## src/rtl/i2c_target_regfile_if.sv

```systemverilog
// i2c_target_regfile_if: I2C pad signals and fabric register-port signals of the I2C target
interface i2c_target_regfile_if;
  logic       I2C_SCL_I;
  logic       I2C_SDA_I;
  logic       I2C_SDA_O;
  logic       I2C_SDA_T;
  logic [7:0] REG_RADDR;
  logic [7:0] REG_RDATA;
  logic       REG_WE;
  logic [7:0] REG_WADDR;
  logic [7:0] REG_WDATA;
  logic       BUSY;
  modport slave (
    input  I2C_SCL_I, I2C_SDA_I, REG_RADDR,
    output I2C_SDA_O, I2C_SDA_T, REG_RDATA, REG_WE, REG_WADDR, REG_WDATA, BUSY
  );
  modport master (
    output I2C_SCL_I, I2C_SDA_I, REG_RADDR,
    input  I2C_SDA_O, I2C_SDA_T, REG_RDATA, REG_WE, REG_WADDR, REG_WDATA, BUSY
  );
endinterface

```

## src/rtl/i2c_target_regfile.sv

```systemverilog
// i2c_target_regfile: I2C target with a 256x8 register file, fabric read port and write strobe
module i2c_target_regfile #(
  parameter logic [6:0] DEVICE_ADDR = 7'h39,
  parameter logic [7:0] RESET_VALUE = 8'h00
) (
  input logic ACLK,
  input logic nRST,
  i2c_target_regfile_if.slave bus
);
  localparam logic [3:0] IDLE      = 4'd0;
  localparam logic [3:0] ADDR      = 4'd1;
  localparam logic [3:0] ADDR_ACK  = 4'd2;
  localparam logic [3:0] SUB       = 4'd3;
  localparam logic [3:0] SUB_ACK   = 4'd4;
  localparam logic [3:0] WDATA     = 4'd5;
  localparam logic [3:0] WDATA_ACK = 4'd6;
  localparam logic [3:0] RDATA     = 4'd7;
  localparam logic [3:0] RACK      = 4'd8;
  localparam logic [3:0] WAIT      = 4'd9;
  // bits [1:0] are the synchronizer, bit [2] is the history stage for edge detection
  logic [2:0] scl_q, sda_q;
  logic [3:0] state_q, state_d;
  logic [3:0] cnt_q, cnt_d;
  logic [7:0] sh_q, sh_d;
  logic [7:0] ptr_q, ptr_d;
  logic       sda_t_q, sda_t_d;
  logic       rw_q, rw_d;
  logic       busy_q, busy_d;
  logic       we_q, we_d;
  logic [7:0] waddr_q, waddr_d;
  logic [7:0] wdata_q, wdata_d;
  logic [7:0] rdata_q;
  logic [7:0] mem_q [256];
  logic       scl_rise, scl_fall, start, stop, match;
  logic [7:0] byte_w, rd_w;
  assign scl_rise = scl_q[1] & ~scl_q[2];
  assign scl_fall = ~scl_q[1] & scl_q[2];
  assign start    = scl_q[1] & scl_q[2] & sda_q[2] & ~sda_q[1];
  assign stop     = scl_q[1] & scl_q[2] & ~sda_q[2] & sda_q[1];
  assign byte_w   = {sh_q[6:0], sda_q[1]};
  assign match    = sh_q[6:0] == DEVICE_ADDR;
  assign rd_w     = mem_q[ptr_q];
  // protocol FSM: bits shift in on SCL rise, SDA drive changes only on SCL fall
  always_comb begin
    state_d = state_q;
    cnt_d   = cnt_q;
    sh_d    = sh_q;
    ptr_d   = ptr_q;
    sda_t_d = sda_t_q;
    rw_d    = rw_q;
    busy_d  = busy_q;
    we_d    = 1'b0;
    waddr_d = waddr_q;
    wdata_d = wdata_q;
    if (start) begin
      state_d = ADDR;
      cnt_d   = 4'd0;
    end else if (stop) begin
      state_d = IDLE;
      busy_d  = 1'b0;
    end else if (scl_rise) begin
      case (state_q)
        ADDR, SUB, WDATA: begin
          sh_d  = byte_w;
          cnt_d = cnt_q + 4'd1;
          if (cnt_q == 4'd7) begin
            if (state_q == ADDR) begin
              state_d = match ? ADDR_ACK : WAIT;
              rw_d    = sda_q[1];
              busy_d  = busy_q | match;
            end else if (state_q == SUB) begin
              ptr_d   = byte_w;
              state_d = SUB_ACK;
            end else begin
              we_d    = 1'b1;
              waddr_d = ptr_q;
              wdata_d = byte_w;
              ptr_d   = ptr_q + 8'd1;
              state_d = WDATA_ACK;
            end
          end
        end
        ADDR_ACK: begin
          cnt_d   = 4'd0;
          state_d = rw_q ? RDATA : SUB;
        end
        SUB_ACK, WDATA_ACK: begin
          cnt_d   = 4'd0;
          state_d = WDATA;
        end
        RDATA: cnt_d = cnt_q + 4'd1;
        RACK: begin
          cnt_d   = 4'd0;
          state_d = sda_q[1] ? WAIT : RDATA;
          busy_d  = busy_q & ~sda_q[1];
        end
        default: ;
      endcase
    end else if (scl_fall) begin
      case (state_q)
        ADDR, SUB, WDATA: sda_t_d = 1'b1;
        ADDR_ACK, SUB_ACK, WDATA_ACK: sda_t_d = 1'b0;
        RDATA: begin
          if (cnt_q == 4'd0) begin
            sda_t_d = rd_w[7];
            sh_d    = {rd_w[6:0], 1'b0};
            ptr_d   = ptr_q + 8'd1;
          end else if (cnt_q == 4'd8) begin
            sda_t_d = 1'b1;
            state_d = RACK;
          end else begin
            sda_t_d = sh_q[7];
            sh_d    = {sh_q[6:0], 1'b0};
          end
        end
        default: ;
      endcase
    end
  end
  // pin synchronizers and FSM state; reset releases SDA immediately
  always_ff @(posedge ACLK or negedge nRST) begin
    if (!nRST) begin
      scl_q   <= 3'b111;
      sda_q   <= 3'b111;
      state_q <= IDLE;
      cnt_q   <= 4'd0;
      sh_q    <= 8'h00;
      ptr_q   <= 8'h00;
      sda_t_q <= 1'b1;
      rw_q    <= 1'b0;
      busy_q  <= 1'b0;
      we_q    <= 1'b0;
      waddr_q <= 8'h00;
      wdata_q <= 8'h00;
    end else begin
      scl_q   <= {scl_q[1:0], bus.I2C_SCL_I};
      sda_q   <= {sda_q[1:0], bus.I2C_SDA_I};
      state_q <= state_d;
      cnt_q   <= cnt_d;
      sh_q    <= sh_d;
      ptr_q   <= ptr_d;
      sda_t_q <= sda_t_d;
      rw_q    <= rw_d;
      busy_q  <= busy_d;
      we_q    <= we_d;
      waddr_q <= waddr_d;
      wdata_q <= wdata_d;
    end
  end
  // register file: written by the I2C master, read by fabric with old-value-on-collision
  always_ff @(posedge ACLK or negedge nRST) begin
    if (!nRST) begin
      for (int i = 0; i < 256; i++) mem_q[i] <= RESET_VALUE;
      rdata_q <= RESET_VALUE;
    end else begin
      if (we_d) mem_q[ptr_q] <= byte_w;
      rdata_q <= mem_q[bus.REG_RADDR];
    end
  end
  assign bus.I2C_SDA_O = 1'b0;
  assign bus.I2C_SDA_T = sda_t_q;
  assign bus.REG_RDATA = rdata_q;
  assign bus.REG_WE    = we_q;
  assign bus.REG_WADDR = waddr_q;
  assign bus.REG_WDATA = wdata_q;
  assign bus.BUSY      = busy_q;
endmodule

```

## src/flat_wrapper.sv

```systemverilog
// flat-port wrapper written by rule: the top's interface ports become plain ports
module i2c_target_regfile_flat 
#(
  parameter logic [6:0] DEVICE_ADDR = 7'h39,
  parameter logic [7:0] RESET_VALUE = 8'h00
)
  (ACLK, nRST, bus_I2C_SCL_I, bus_I2C_SDA_I, bus_REG_RADDR, bus_I2C_SDA_O, bus_I2C_SDA_T, bus_REG_RDATA, bus_REG_WE, bus_REG_WADDR, bus_REG_WDATA, bus_BUSY);
  i2c_target_regfile_if bus_i ();
  input logic ACLK;
  input logic nRST;
  input wire logic [$bits(bus_i.I2C_SCL_I)-1:0] bus_I2C_SCL_I;
  input wire logic [$bits(bus_i.I2C_SDA_I)-1:0] bus_I2C_SDA_I;
  input wire logic [$bits(bus_i.REG_RADDR)-1:0] bus_REG_RADDR;
  output wire logic [$bits(bus_i.I2C_SDA_O)-1:0] bus_I2C_SDA_O;
  output wire logic [$bits(bus_i.I2C_SDA_T)-1:0] bus_I2C_SDA_T;
  output wire logic [$bits(bus_i.REG_RDATA)-1:0] bus_REG_RDATA;
  output wire logic [$bits(bus_i.REG_WE)-1:0] bus_REG_WE;
  output wire logic [$bits(bus_i.REG_WADDR)-1:0] bus_REG_WADDR;
  output wire logic [$bits(bus_i.REG_WDATA)-1:0] bus_REG_WDATA;
  output wire logic [$bits(bus_i.BUSY)-1:0] bus_BUSY;
  assign bus_i.I2C_SCL_I = bus_I2C_SCL_I;
  assign bus_i.I2C_SDA_I = bus_I2C_SDA_I;
  assign bus_i.REG_RADDR = bus_REG_RADDR;
  assign bus_I2C_SDA_O = bus_i.I2C_SDA_O;
  assign bus_I2C_SDA_T = bus_i.I2C_SDA_T;
  assign bus_REG_RDATA = bus_i.REG_RDATA;
  assign bus_REG_WE = bus_i.REG_WE;
  assign bus_REG_WADDR = bus_i.REG_WADDR;
  assign bus_REG_WDATA = bus_i.REG_WDATA;
  assign bus_BUSY = bus_i.BUSY;
  i2c_target_regfile #(.DEVICE_ADDR(DEVICE_ADDR), .RESET_VALUE(RESET_VALUE)) u_core (.ACLK(ACLK), .nRST(nRST), .bus(bus_i));
endmodule
```

## config.mk

```make
export PLATFORM = sky130hd
export DESIGN_NAME = i2c_target_regfile_flat
export DESIGN_NICKNAME = d
export VERILOG_FILES = /design/src/rtl/i2c_target_regfile_if.sv /design/src/rtl/i2c_target_regfile.sv /design/src/flat_wrapper.sv
export SDC_FILE = /design/constraint.sdc
export NUM_CORES = 2
export LEC_CHECK = 0
export BUFFER_PORTS_ARGS = -buffer_cell sky130_fd_sc_hd__buf_4
export CORE_MARGIN = 8
export CORE_UTILIZATION = 30
export DETAILED_ROUTE_END_ITERATION = 10
export SLEW_MARGIN = 30
export SYNTH_ARGS = -nofsm -noshare
export SYNTH_HDL_FRONTEND = slang
export SYNTH_SLANG_ARGS = --single-unit
```

## constraint.sdc

```tcl
create_clock -name ACLK -period 4.1 [get_ports ACLK]
set_input_delay 0.615 -clock ACLK [delete_from_list [all_inputs] [get_ports ACLK]]
set_output_delay 0.615 -clock ACLK [all_outputs]
set_load 0.01 [all_outputs]
```

# Word level (Yosys, flattened, before mapping)
# Index checks and enable logic that the tools add are counted.
# word_totals
ff_bits	2106
in_bits	12
# classes
addsub	2
magnitude_cmp	3
eq_ne	21
mux	56
bitwise	20
reduce_logical	26
# ops
op	count
2048-bit bitwise mux	1
8-bit 2-to-1 mux	19
8-bit binary-select mux with 8-bit select	2
8-bit demux with 8-bit select	1
4-bit 2-to-1 mux	14
4-bit by 3-bit equality test with 1-bit output, second input constant	5
9-bit >= comparator, second input constant	2
8-bit inverter with 9-bit output	2
6-bit AND reduction	3
4-bit case mux with 4 select lines	1
1-bit 2-to-1 mux	13
4-bit nonzero test	3
5-bit AND reduction	2
2-bit nonzero test	5
9-bit by 1-bit < comparator with 1-bit output, second input constant	1
3-bit by 1-bit inequality test with 1-bit output, second input constant	3
1-bit inverter	9
3-bit nonzero test	3
8-bit by 1-bit adder with 8-bit output, second input constant	1
1-bit bitwise AND	8
4-bit by 2-bit equality test with 1-bit output, second input constant	2
4-bit equality test, second input constant	2
4-bit case mux with 2 select lines	1
8-bit AND reduction	1
20 further kinds	24

# Longest topological paths before layout
# logic_depth
word_depth	8
ltp_mapped	13
mapped_depth_nobuf	9

# Least setup slack after synthesis
# No wires, ideal clock.
# synth_path
kind	reg-to-reg
start	reg u_core.ptr_q[1]
end	reg u_core.mem_q[304] (netlist name)
setup_ps	125
t_arrival_ps	2856
t_required_ps	3975
slack_ps	1119
path_stages_with_launch	14
path_buffers	8
cell_sequence	dfrtp_1 > buf_4 > buf_2 > buf_2 > buf_2 > buf_4 > buf_2 > inv_1 > ha_1 > and3_1 > clkbuf_1 > buf_2 > nand2_1 > mux2_2
# synth_via
elab_chain_cells	6
word_cells_on_any_way	7
cone_classes	order compare: 2; mux: 3; bitwise: 1; reduce/logical: 1
# synth_lines
element	line_no	text
from (decl)	i2c_target_regfile.sv:25	logic [7:0] ptr_q, ptr_d;
from (signal assigned)	i2c_target_regfile.sv:141	ptr_q <= ptr_d;
8-bit inverter with 9-bit output (not written as such) *	i2c_target_regfile.sv:156	if (we_d) mem_q[ptr_q] <= byte_w;
9-bit >= comparator (not written as such) or 9-bit by 1-bit < comparator with 1-bit output (tied branches)	i2c_target_regfile.sv:156	
1-bit logical AND (not written as such)	i2c_target_regfile.sv:156	
8-bit 2-to-1 mux (not written as such)	i2c_target_regfile.sv:156	
8-bit demux with 8-bit select *	i2c_target_regfile.sv:156	
2048-bit bitwise mux *	i2c_target_regfile.sv:156	
to (signal, indexed assignment)	i2c_target_regfile.sv:156	
to (decl)	i2c_target_regfile.sv:33	logic [7:0] mem_q [256];
# Mark *: on every way between the ends. The rest lies on a longest branch, timed or not.
# A chain may end at the register's enable or synchronous reset.

# Final worst setup path
# layout_path
start	reg u_core.ptr_q[0]
end	reg u_core.sda_t_q, in the netlist u_core.bus.I2C_SDA_T
# layout_via
elab_chain_cells	6
# layout_lines
element	line_no	text
8-bit inverter with 9-bit output (not written as such)	i2c_target_regfile.sv:42	assign rd_w = mem_q[ptr_q];
8-bit binary-select mux with 8-bit select	i2c_target_regfile.sv:42	
8-bit 2-to-1 mux (not written as such) (2 in series)	i2c_target_regfile.sv:42	
1-bit 2-to-1 mux	i2c_target_regfile.sv:104	if (cnt_q == 4'd0) begin
1-bit case mux with 3 select lines	i2c_target_regfile.sv:100	case (state_q)
to (signal assigned)	i2c_target_regfile.sv:142	sda_t_q <= sda_t_d;
to (decl)	i2c_target_regfile.sv:26	logic sda_t_q, sda_t_d;
# Every way passes these cells. The select of a mux whose other input is x is not followed.

==> flow_summary.json <==
{
  "status": "finished clean",
  "finalSetupViolations": 0,
  "fin_crit_ns": 3.93,
  "cts_tree": "built",
  "grt_max_degree": 195,
  "die-width_um": 629,
  "tightest_slew_ns": 1.06,
  "ir_drop_v": 0.000386,
  "drt-total-wl_mm": 410,
  "drive_above_1_share_pct": 56.2,
  "startpoint_type": "flip-flop",
  "synth_edf_count": 0,
  "cts_max_path_buffers": 4,
  "post_drt_wl_per_cell_um": 33.1,
  "final_cell_mix": "2084 x dfrtp_1, 2004 x mux2_2, 1163 x mux4_2",
  "cts-resized-gates": 0,
  "skew_ns": 0.0838,
  "syn_to_final_growth_pct": 14.3,
  "p_sw_uw": 16600,
  "ys_seq_area_share_pct": 46.8,
  "clk_pin_slew_ns": 0.07,
  "synth_flop_cell": "dfrtp_1",
  "min_path_type": "in2reg",
  "start_util_pct": 30.1,
  "htreeDepth": 4,
  "rrSetupSlack_ns": 0.17,
  "final_common_cell": "dfrtp_1",
  "fin_crit_sh_pct": 95.9,
  "hold_viol_final": 0,
  "crit_type": "reg2reg",
  "cp.arrival_ns": 4.75,
  "fin_nets": 7211,
  "ios": 40,
  "detail-route-antenna-nets": 0,
  "cts_root_buffer": "clkbuf_16",
  "gr-total-overflow": 0,
  "drc_errors": 0,
  "synth.avg_cell_area_um2": 15.7,
  "portBuffers": 38,
  "hp-start": "bus_REG_RADDR[7]",
  "crit_buf_inv": 3,
  "place_congestion": 0.966,
  "crit_family": "compound AO/OA/AOI/OAI gates",
  "crit_fanout": 19,
  "cts_sinks": 2106,
  "fin_hold_ws_ns": 0.223,
  "drv_cap": 0,
  "tns_ns": 0,
  "coreArea_um2": 374000,
  "vias": 72800,
  "synthArstFlopShare_pct": 100,
  "die_h_um": 629,
  "rsz0062_at_grt": "no",
  "syn_nets": 7192,
  "swShare_pct": 31.0,
  "grt_pass1_vias": 74300,
  "synth_seq_cells": 2106,
  "cp_slowest_stage_delay_ns": 0.77,
  "slew_violations": 0,
  "die_area_um2": 395000,
  "cp-end-kind": "flip-flop",
  "startpoint": "u_core.ptr_q[0]$_DFFE_PN0P_",
  "powerDensity_nw_per_um2": 416,
  "pwr-share-seq_pct": 40.4,
  "worstSkewPairLatency_ns": 0.93,
  "dr.pass1.iters": 7,
  "regToRegStartpoint": "u_core.ptr_q[0]$_DFFE_PN0P_",
  "grt_first_pass_wirelength_mm": 585,
  "p_leak_uw": 0.0581,
  "pwr-share-comb_pct": 18.9,
  "max_freq_ghz": 0.254,
  "ys.warnings.count": 0,
  "pwr-share-clk_pct": 40.7,
  "syn_inst": 7171,
  "required_ns": 4.92,
  "syn_area_um2": 113000,
  "hpwl_mm": 283,
  "antenna_found_initial": 25,
  "cp_slowest_cell": "dfrtp_4",
  "internal_power_uw": 36900,
  "max_slew_margin_pct": 29.4,
  "avgViaCountPerCell": 5.88,
  "numCtsBuffers": 229,
  "rows": 225,
  "cp_cell_sequence": "buf_12 > buf_4 > mux4_2 > mux2i_1 > o22a_1 > a311oi_1 > a311oi_1 > buf_4 > a221oi_1",
  "yosysUniqueCellTypes": 78,
  "grt_usage_pct": 20.2,
  "drt_iter0_drc": 7900
}
## worst paths after layout
path,to,depth (start not counted)
worst max-delay path,u_core.bus.I2C_SDA_T$_DFFE_PN1P_,9
worst min-delay path,u_core.bus.REG_RDATA[2]$_DFF_PN0_,3
min in group asynchronous,u_core.mem_q[1964]$_DFFE_PN0P_,2
worst max register to register,u_core.bus.I2C_SDA_T$_DFFE_PN1P_,9
worst min register to register,u_core.scl_q[1]$_DFF_PN1_,0
max in group asynchronous,u_core.mem_q[952]$_DFFE_PN0P_,4
## state kept, by name, indices dropped and copies added (netlist names)
signal,flops
u_core.bus.I2C_SDA_T,1
u_core.ptr_q,8
u_core.rw_q,1
u_core.bus.REG_RDATA,8
u_core.cnt_q,4
u_core.bus.REG_WE,1
u_core.sh_q,8
u_core.bus.REG_WDATA,8
u_core.scl_q,3
u_core.mem_q,2048
u_core.bus.REG_WADDR,8
u_core.bus.BUSY,1
u_core.sda_q,3
u_core.state_q,4
## per-layer routing
layer / vias to the layer above / share of wire, % / track usage (%)
li1: 28200 / - / -
met1: 40200 / 40 / 26.4
met2: 3485 / 45 / 31.0
met3: 911 / 8.5 / 4.74
met4: 8 / 6.8 / 11.2
met5: - / 0.011 / 0
## cell families after synthesis
family                     after synthesis  share of synthesized area [%]
AOI/OAI and AO/OA                      317                           1.98
muxes                                 3404                           45.5
adders and majority gates                9                          0.100
other                                    1                        0.00333
and+or+nand+nor                        662                           2.92
DFF                                   2106                           46.8
xor gates and xnor gates                 4                         0.0311
buffers and inverters                  668                           2.62
## power groups by stage
| stage | combinational [uW] | sequential, uW | clock [uW] |
|---|---|---|---|
| after CTS | 10100 | 21600 | 22100 |
| after detailed placement | 10100 | 22000 | 0 |
| after global placement | 9980 | 22000 | 0 |
| after floorplan | 6580 | 21300 | 0 |
| after global routing | 10600 | 21600 | 22900 |
| final | 10100 | 21600 | 21800 |
## worst min-delay path, delay by kind of cell
kind | cells | cell delay, ns
AOI/OAI and AO/OA | 1 | 0.15
buffers and inverters | 1 | 0.18
and+or+nand+nor | 1 | 0.17
## stage by stage
stage          setup slack (ns)  instances  area [um^2]  power, uW  util (%)
4_1_cts                   0.277      12400       129000      53900      34.3
3_3_place_gp             0.0484      11900       121000      32000      32.2
2_1_floorplan              1.12       7171       113000      27900         -
6_report                  0.167      12400       129000      53600      34.4
3_5_place_dp             0.0946      11900       121000      32100      32.2
5_1_grt                   0.165      12400       129000      55100      34.3
## timing repair
item | CTS | global route
hold buffers | 3 | 0
endpoints found under the hold margin | 37 | 0
setup buffers | 0 | 0
## cell usage after synthesis (5+ instances only)
| cell | number | share of area, % |
|---|---|---|
| nor3b_1 | 9 | 0.060 |
| a2111oi_0 | 5 | 0.039 |
| and4_1 | 5 | 0.039 |
| a21oi_1 | 59 | 0.26 |
| nand2b_1 | 8 | 0.044 |
| nor3_1 | 35 | 0.16 |
| mux4_2 | 1163 | 23 |
| nor4bb_1 | 6 | 0.053 |
| and3_1 | 23 | 0.13 |
| o22ai_1 | 34 | 0.19 |
| buf_2 | 160 | 0.71 |
| mux2_2 | 2004 | 20 |
| clkbuf_1 | 385 | 1.3 |
| nand3b_1 | 8 | 0.053 |
| nand4b_1 | 6 | 0.047 |
| nor2_1 | 62 | 0.21 |
| mux2i_1 | 157 | 1.4 |
| mux2_1 | 80 | 0.80 |
| dfstp_2 | 7 | 0.16 |
| nand2_2 | 100 | 0.56 |
| o211ai_1 | 6 | 0.040 |
| nor2b_1 | 12 | 0.067 |
| ha_1 | 9 | 0.10 |
| a211oi_1 | 6 | 0.040 |
| a221oi_1 | 18 | 0.14 |
| o31ai_1 | 6 | 0.040 |
| nor4_1 | 8 | 0.044 |
| nand2_1 | 304 | 1.0 |
| buf_4 | 46 | 0.31 |
| a311oi_1 | 8 | 0.062 |
| buf_1 | 51 | 0.17 |
| o21ai_0 | 37 | 0.16 |
| nand4_1 | 8 | 0.044 |
| a32oi_1 | 16 | 0.12 |
| a22o_1 | 10 | 0.078 |
| nand3_1 | 38 | 0.17 |
| buf_6 | 9 | 0.090 |
| dfrtp_1 | 2099 | 47 |
| a31oi_1 | 8 | 0.044 |
| a22oi_1 | 67 | 0.45 |
| inv_1 | 14 | 0.047 |
## cell type report
class | count | area (um^2)
Antenna cell | 11 | 27.5
Clock buffer | 328 | 6690
Clock inverter | 85 | 1120
Fill cell | 35600 | 246000
Inverter | 17 | 71.3
Multi-Input combinational cell | 4397 | 57100
Sequential cell | 2106 | 52800
Tap cell | 4994 | 6250
Timing Repair Buffer | 439 | 4630
Power figures use the tool's default switching activity.
